File: config.mk
export PLATFORM = sky130hd
export DESIGN_NAME = alu_issue_flat
export DESIGN_NICKNAME = d
export VERILOG_FILES = /design/src/rtl/alu_issue_if.sv /design/src/rtl/alu_issue.sv /design/src/flat_wrapper.sv
export SDC_FILE = /design/constraint.sdc
export NUM_CORES = 1
export LEC_CHECK = 0
export BUFFER_PORTS_ARGS = -buffer_cell sky130_fd_sc_hd__buf_2
export CAP_MARGIN = 20
export CELL_PAD_IN_SITES_DETAIL_PLACEMENT = 0
export CELL_PAD_IN_SITES_GLOBAL_PLACEMENT = 1
export CORE_MARGIN = 1
export CORE_UTILIZATION = 44
export DETAILED_ROUTE_END_ITERATION = 10
export GPL_TIMING_DRIVEN = 0
export PLACE_DENSITY_LB_ADDON = 0.3
export SLEW_MARGIN = 20
export SYNTH_ARGS = -nofsm -noshare
export SYNTH_HDL_FRONTEND = slang
export SYNTH_SLANG_ARGS = --single-unit
File: constraint.sdc
create_clock -name clk -period 11.6 [get_ports clk]
set_input_delay 1.16 -clock clk [delete_from_list [all_inputs] [get_ports clk]]
set_output_delay 1.16 -clock clk [all_outputs]
set_load 0.05 [all_outputs]
File: src/rtl/alu_issue_if.sv
// Handshake bundle between the register-read stage, the alu_issue stage and the ALU.
// The master side drives instructions and out_ready; the slave side is the issue stage.
interface alu_issue_if;
  logic        in_valid;
  logic        in_ready;
  logic [31:0] in_instr;
  logic [31:0] in_rs1_data;
  logic [31:0] in_rs2_data;
  logic        out_valid;
  logic        out_ready;
  logic [31:0] out_a;
  logic [31:0] out_b;
  logic [4:0]  out_aluop;
  logic [4:0]  out_rd;
  logic        out_illegal;

  modport master (
    output in_valid, in_instr, in_rs1_data, in_rs2_data, out_ready,
    input  in_ready, out_valid, out_a, out_b, out_aluop, out_rd, out_illegal
  );

  modport slave (
    input  in_valid, in_instr, in_rs1_data, in_rs2_data, out_ready,
    output in_ready, out_valid, out_a, out_b, out_aluop, out_rd, out_illegal
  );
endinterface

File: src/rtl/alu_issue.sv
// RV32 OP/OP-IMM/LUI decode-and-issue stage with a registered, skid-buffered output.
// Define ALU_ISSUE_MEXT_EN to decode MUL/DIV (funct7=0000001) from OP.
module alu_issue (
  input  logic        clk,
  input  logic        rst,
  alu_issue_if.slave  bus
);

  localparam logic [4:0] OP_ADD  = 5'd0;
  localparam logic [4:0] OP_SUB  = 5'd1;
  localparam logic [4:0] OP_SLL  = 5'd2;
  localparam logic [4:0] OP_SLT  = 5'd3;
  localparam logic [4:0] OP_SLTU = 5'd4;
  localparam logic [4:0] OP_XOR  = 5'd5;
  localparam logic [4:0] OP_SRL  = 5'd6;
  localparam logic [4:0] OP_SRA  = 5'd7;
  localparam logic [4:0] OP_OR   = 5'd8;
  localparam logic [4:0] OP_AND  = 5'd9;
`ifdef ALU_ISSUE_MEXT_EN
  localparam logic [4:0] OP_MUL  = 5'd10;
  localparam logic [4:0] OP_DIV  = 5'd11;
`endif

  typedef struct packed {
    logic [31:0] a;
    logic [31:0] b;
    logic [4:0]  op;
    logic [4:0]  rd;
    logic        ill;
  } entry_t;

  function automatic logic [4:0] base_op(input logic [2:0] f3);
    case (f3)
      3'b000:  return OP_ADD;
      3'b001:  return OP_SLL;
      3'b010:  return OP_SLT;
      3'b011:  return OP_SLTU;
      3'b100:  return OP_XOR;
      3'b101:  return OP_SRL;
      3'b110:  return OP_OR;
      default: return OP_AND;
    endcase
  endfunction

  function automatic logic [31:0] sext12(input logic signed [11:0] imm);
    logic signed [31:0] wide;
    wide = imm;
    return wide;
  endfunction

  logic [6:0] opc;
  logic [2:0] f3;
  logic [6:0] f7;
  logic       legal;
  entry_t     dec;

  assign opc = bus.in_instr[6:0];
  assign f3  = bus.in_instr[14:12];
  assign f7  = bus.in_instr[31:25];

  always_comb begin
    legal  = 1'b0;
    dec    = '0;
    dec.rd = bus.in_instr[11:7];
    case (opc)
      7'b0110011: begin
        dec.a = bus.in_rs1_data;
        dec.b = bus.in_rs2_data;
        case (f7)
          7'b0000000: begin
            legal  = 1'b1;
            dec.op = base_op(f3);
          end
          7'b0100000: begin
            if (f3 == 3'b000) begin
              legal  = 1'b1;
              dec.op = OP_SUB;
            end else if (f3 == 3'b101) begin
              legal  = 1'b1;
              dec.op = OP_SRA;
            end
          end
`ifdef ALU_ISSUE_MEXT_EN
          7'b0000001: begin
            if (f3 == 3'b000) begin
              legal  = 1'b1;
              dec.op = OP_MUL;
            end else if (f3 == 3'b100) begin
              legal  = 1'b1;
              dec.op = OP_DIV;
            end
          end
`endif
          default: legal = 1'b0;
        endcase
      end
      7'b0010011: begin
        dec.a = bus.in_rs1_data;
        case (f3)
          3'b001: begin
            legal  = (f7 == 7'b0000000);
            dec.op = OP_SLL;
            dec.b  = {27'b0, bus.in_instr[24:20]};
          end
          3'b101: begin
            legal  = (f7 == 7'b0000000) || (f7 == 7'b0100000);
            dec.op = (f7 == 7'b0100000) ? OP_SRA : OP_SRL;
            dec.b  = {27'b0, bus.in_instr[24:20]};
          end
          default: begin
            // SLTIU also takes the sign-extended immediate; the ALU compares unsigned.
            legal  = 1'b1;
            dec.op = base_op(f3);
            dec.b  = sext12(bus.in_instr[31:20]);
          end
        endcase
      end
      7'b0110111: begin
        legal  = 1'b1;
        dec.op = OP_ADD;
        dec.b  = {bus.in_instr[31:12], 12'b0};
      end
      default: legal = 1'b0;
    endcase
    if (!legal) begin
      dec     = '0;
      dec.ill = 1'b1;
    end
  end

  logic   out_valid_q, out_valid_d;
  logic   skid_valid_q, skid_valid_d;
  entry_t out_q, out_d;
  entry_t skid_q, skid_d;
  logic   accept, issue;

  assign accept = bus.in_valid && !skid_valid_q;
  assign issue  = out_valid_q && bus.out_ready;

  // Accept and issue together with the skid full is impossible: in_ready is low then.
  always_comb begin
    out_valid_d  = out_valid_q;
    skid_valid_d = skid_valid_q;
    out_d        = out_q;
    skid_d       = skid_q;
    if (issue && skid_valid_q) begin
      out_d        = skid_q;
      skid_valid_d = 1'b0;
    end else if (accept && (!out_valid_q || issue)) begin
      out_d       = dec;
      out_valid_d = 1'b1;
    end else if (accept) begin
      skid_d       = dec;
      skid_valid_d = 1'b1;
    end else if (issue) begin
      out_valid_d = 1'b0;
    end
  end

  always_ff @(posedge clk or posedge rst) begin
    if (rst) begin
      out_valid_q  <= 1'b0;
      skid_valid_q <= 1'b0;
      out_q        <= '0;
    end else begin
      out_valid_q  <= out_valid_d;
      skid_valid_q <= skid_valid_d;
      out_q        <= out_d;
    end
  end

  always_ff @(posedge clk) begin
    skid_q <= skid_d;
  end

  assign bus.in_ready    = !skid_valid_q;
  assign bus.out_valid   = out_valid_q;
  assign bus.out_a       = out_q.a;
  assign bus.out_b       = out_q.b;
  assign bus.out_aluop   = out_q.op;
  assign bus.out_rd      = out_q.rd;
  assign bus.out_illegal = out_q.ill;

endmodule

File: src/flat_wrapper.sv
// flat-port wrapper written by rule: the top's interface ports become plain ports
module alu_issue_flat 
  (clk, rst, bus_in_valid, bus_in_instr, bus_in_rs1_data, bus_in_rs2_data, bus_out_ready, bus_in_ready, bus_out_valid, bus_out_a, bus_out_b, bus_out_aluop, bus_out_rd, bus_out_illegal);
  alu_issue_if bus_i ();
  input  logic clk;
  input  logic rst;
  input wire logic [$bits(bus_i.in_valid)-1:0] bus_in_valid;
  input wire logic [$bits(bus_i.in_instr)-1:0] bus_in_instr;
  input wire logic [$bits(bus_i.in_rs1_data)-1:0] bus_in_rs1_data;
  input wire logic [$bits(bus_i.in_rs2_data)-1:0] bus_in_rs2_data;
  input wire logic [$bits(bus_i.out_ready)-1:0] bus_out_ready;
  output wire logic [$bits(bus_i.in_ready)-1:0] bus_in_ready;
  output wire logic [$bits(bus_i.out_valid)-1:0] bus_out_valid;
  output wire logic [$bits(bus_i.out_a)-1:0] bus_out_a;
  output wire logic [$bits(bus_i.out_b)-1:0] bus_out_b;
  output wire logic [$bits(bus_i.out_aluop)-1:0] bus_out_aluop;
  output wire logic [$bits(bus_i.out_rd)-1:0] bus_out_rd;
  output wire logic [$bits(bus_i.out_illegal)-1:0] bus_out_illegal;
  assign bus_i.in_valid = bus_in_valid;
  assign bus_i.in_instr = bus_in_instr;
  assign bus_i.in_rs1_data = bus_in_rs1_data;
  assign bus_i.in_rs2_data = bus_in_rs2_data;
  assign bus_i.out_ready = bus_out_ready;
  assign bus_in_ready = bus_i.in_ready;
  assign bus_out_valid = bus_i.out_valid;
  assign bus_out_a = bus_i.out_a;
  assign bus_out_b = bus_i.out_b;
  assign bus_out_aluop = bus_i.out_aluop;
  assign bus_out_rd = bus_i.out_rd;
  assign bus_out_illegal = bus_i.out_illegal;
  alu_issue u_core (.clk(clk), .rst(rst), .bus(bus_i));
endmodule
==> metrics.txt <==
outcome finished, violations left; failing checks DRC; clk_skew 0.00814 ns; total grt overflow 0; Post-synth EDFFs 74; DR iter-0 viols 408; latest clock arrival within the worst-skew pair 0.43 ns; drt drc 8; # setup viols final 0; xor/xnor share of the synthesized area 0.00391; cell accounting for the most synthesized area edfxtp_1; final count of pins violating max slew 0; Max VDD drop approximately 0.00013 V; starting density of the core 0.457; final critical-path share of the clock period 0.259; Area Overhead vs Synth 26.1%; post-CTS setup buffer count 0; WP data arrival between 3 and 4 ns; first-pass GRT wire length 28.8 mm; Mapped Nets 673; routing usage on met2 0.378; CP Launch Type input port; # hold bufs at CTS 0; WS Path Type input port to flip-flop; CTS H-tree lvls 4; Die W 126 um; largest family of logic cells by synthesized area compound AO/OA/AOI/OAI gates; Initial DRT Pass Iterations 8; GRT busiest layer met2; clock buffer count from CTS 17; Avg Vias per Cell 5.64; synthesized cell area 6720 sq um; Core Rows 44; Worst-Margin Slew around 0.85 ns; Synth Area in Compound Gates 0.210; initial antenna violation count 0; Final GP Congestion 0.841; post-cts resize count 0; CTS root buf clkbuf_16; Post-Syn Instances 573; vias in the first global route 5466; register area share after synthesis 0.614; # diodes 0; P_leak 0.00376 uW; Ys Warns 0; Max clock buf depth 2; max-cap check violation count 0; top-area cell type share of the netlist area 0.331; CTS Sinks 150; layout cells sized above 1 0.330; fin crit period 3.00 ns; DIE AREA about 16000 sq um; syn_area_per_cell 11.7 sq um; ys async rst share 0.507; Final Cell Area 8470 sq um; Nets 869; Seq. cell area 4120 sq um; core area around 15000 sq um; Worst Hold Class flip-flop to flip-flop; RSZ-0062 raised after global routing no; fillers between 1k and 1.5k; post-synthesis simple-gate area fraction 0.0821; fin util 0.576; CP required 11.88 ns; Fin. Hold Viols 0; CTS clk-pin slew, worst paths 0.06 ns; mux cell area share after synthesis 0.0335; Slew HR 0.434; number of port buffers 173; ys flop type dfrtp_1; WL per Instance 18.8 um; met3 usage in global routing 0.0543; multi-input logic area 2230 sq um; post-synthesis register bit count 150; fmax 333 MHz; Power per Cell Area 244 nW/um^2; met1 usage 0.319; detailed placement HPWL 13.0 mm; Area after DPL 7920 sq um; CTS tree built; unique cell type count in the Yosys netlist 48; drt total wl 18.2 mm; Detail Route Antenna Nets 0; final setup TNS 0 ns; synth top area cells edfxtp_1 33%, dfrtp_1 28%, a22oi_1 9.3%; Die Ht 126 um; Vias 5452; GRT Util Overall 0.239; crit end category flip-flop; largest net degree at the start of global routing 42; Post-Synth Adder-Cell Area 0; top fanout value on the critical path 10; Ports 177
## per-layer routing
| metal | vias up | wire, um | share of wire |
|---|---|---|---|
| li1 | 2534 | - | - |
| met1 | 2685 | 8040 | 0.44 |
| met2 | 199 | 8540 | 0.47 |
| met3 | 34 | 1120 | 0.061 |
| met4 | 0 | 470 | 0.026 |
| met5 | - | 0 | 0 |
## stage by stage
step	cells	power, uW	hold slack [ns]	setup slack (ns)
2_1_floorplan	573	1330	0.456	6.64
3_3_place_gp	930	1550	0.466	4.72
3_5_place_dp	934	1570	0.476	8.18
4_1_cts	966	2080	0.491	8.63
5_1_grt	966	2150	0.499	8.42
6_report	966	2060	0.483	8.60
## cells in the final DEF, fill, tap and decap left out, types with 2 or more instances in the layout
cell / count
buf_2: 182
a22oi_1: 83
dfrtp_1: 76
edfxtp_1: 74
nor2_1: 72
o31ai_1: 49
inv_1: 36
clkbuf_1: 34
a21oi_1: 23
mux2_2: 20
o21ai_0: 18
clkbuf_16: 17
nand2_1: 10
nor2b_1: 8
o31ai_2: 7
buf_4: 6
clkbuf_8: 5
nand2b_1: 4
a31oi_1: 4
o22ai_1: 4
clkinv_2: 4
and3_1: 3
nor3_1: 2
and4b_1: 2
buf_6: 2
xnor2_1: 2
a21o_1: 2
buf_16: 2
buf_12: 2
## synth_stat cells (all sizes together) (2+ instances only)
| cell type | count |
|---|---|
| clkbuf | 32 |
| nor3b | 2 |
| inv | 37 |
| nand2 | 10 |
| nor2b | 8 |
| a31oi | 4 |
| and2 | 2 |
| dfrtp | 76 |
| o31ai | 56 |
| a21oi | 23 |
| a22oi | 83 |
| nor3 | 2 |
| nor2 | 73 |
| o21ai | 18 |
| and3 | 3 |
| buf | 18 |
| mux2 | 20 |
| edfxtp | 74 |
| o22ai | 5 |
| nand2b | 4 |
| xnor2 | 2 |
| and4b | 2 |
| a21o | 2 |
## cell families after synthesis
logic type	Yosys count
muxes	20
xor gates and xnor gates	3
DFF	150
other	1
and+or+nand+nor	115
AOI/OAI and AO/OA	197
buffers and inverters	87
## sequential cells by signal (all words and copies together), names as in the netlist
register / count
u_core.skid_valid_q: 1
u_core.bus.out_valid: 1
u_core.bus.out_b: 32
u_core.bus.out_a: 32
u_core.skid_q: 74
u_core.bus.out_aluop: 4
u_core.bus.out_rd: 5
u_core.bus.out_illegal: 1
## layout make-up
cell class,count,share of cell area
multi-input combinational,336,0.263
clock buffer,25,0.0597
timing repair buffer,177,0.113
inverter,37,0.0167
clock inverter,7,0.00532
buffer,50,0.0281
sequential,150,0.487
tap,184,0.0272
## power by group
group          total [uW]  switching (uW)  internal (uW)
logic                 811             618            193
clock network         508             207            301
registers             745            64.5            680
total                2060             890           1170
## final timing paths
kind                                                      start                                  to  slack [ns]  cells past startpoint
worst min-delay path                u_core.skid_q[42]$_DFFE_PP_    u_core.bus.out_b[31]$_DFFE_PP0P_        0.48                      2
min in group asynchronous                                   rst     u_core.bus.out_a[2]$_DFFE_PP0P_        0.80                      2
worst max-delay path                               bus_in_valid    u_core.bus.out_b[30]$_DFFE_PP0P_        8.60                      8
worst min register to register      u_core.skid_q[42]$_DFFE_PP_    u_core.bus.out_b[31]$_DFFE_PP0P_        0.48                      2
max in group asynchronous                                   rst  u_core.bus.out_illegal$_DFFE_PP0P_       10.18                      3
worst max register to register  u_core.skid_valid_q$_DFFE_PP0P_    u_core.bus.out_b[30]$_DFFE_PP0P_        8.93                      7
## worst max-delay path, cell delays in order
cell,delay (ns)
buf_2,0.09
nand2b_1,0.13
a21oi_1,0.69
nor2_1,0.14
clkbuf_1,0.34
clkbuf_1,0.36
a22oi_1,0.25
o31ai_1,0.10
No activity file was read; power rests on OpenSTA's default activity.
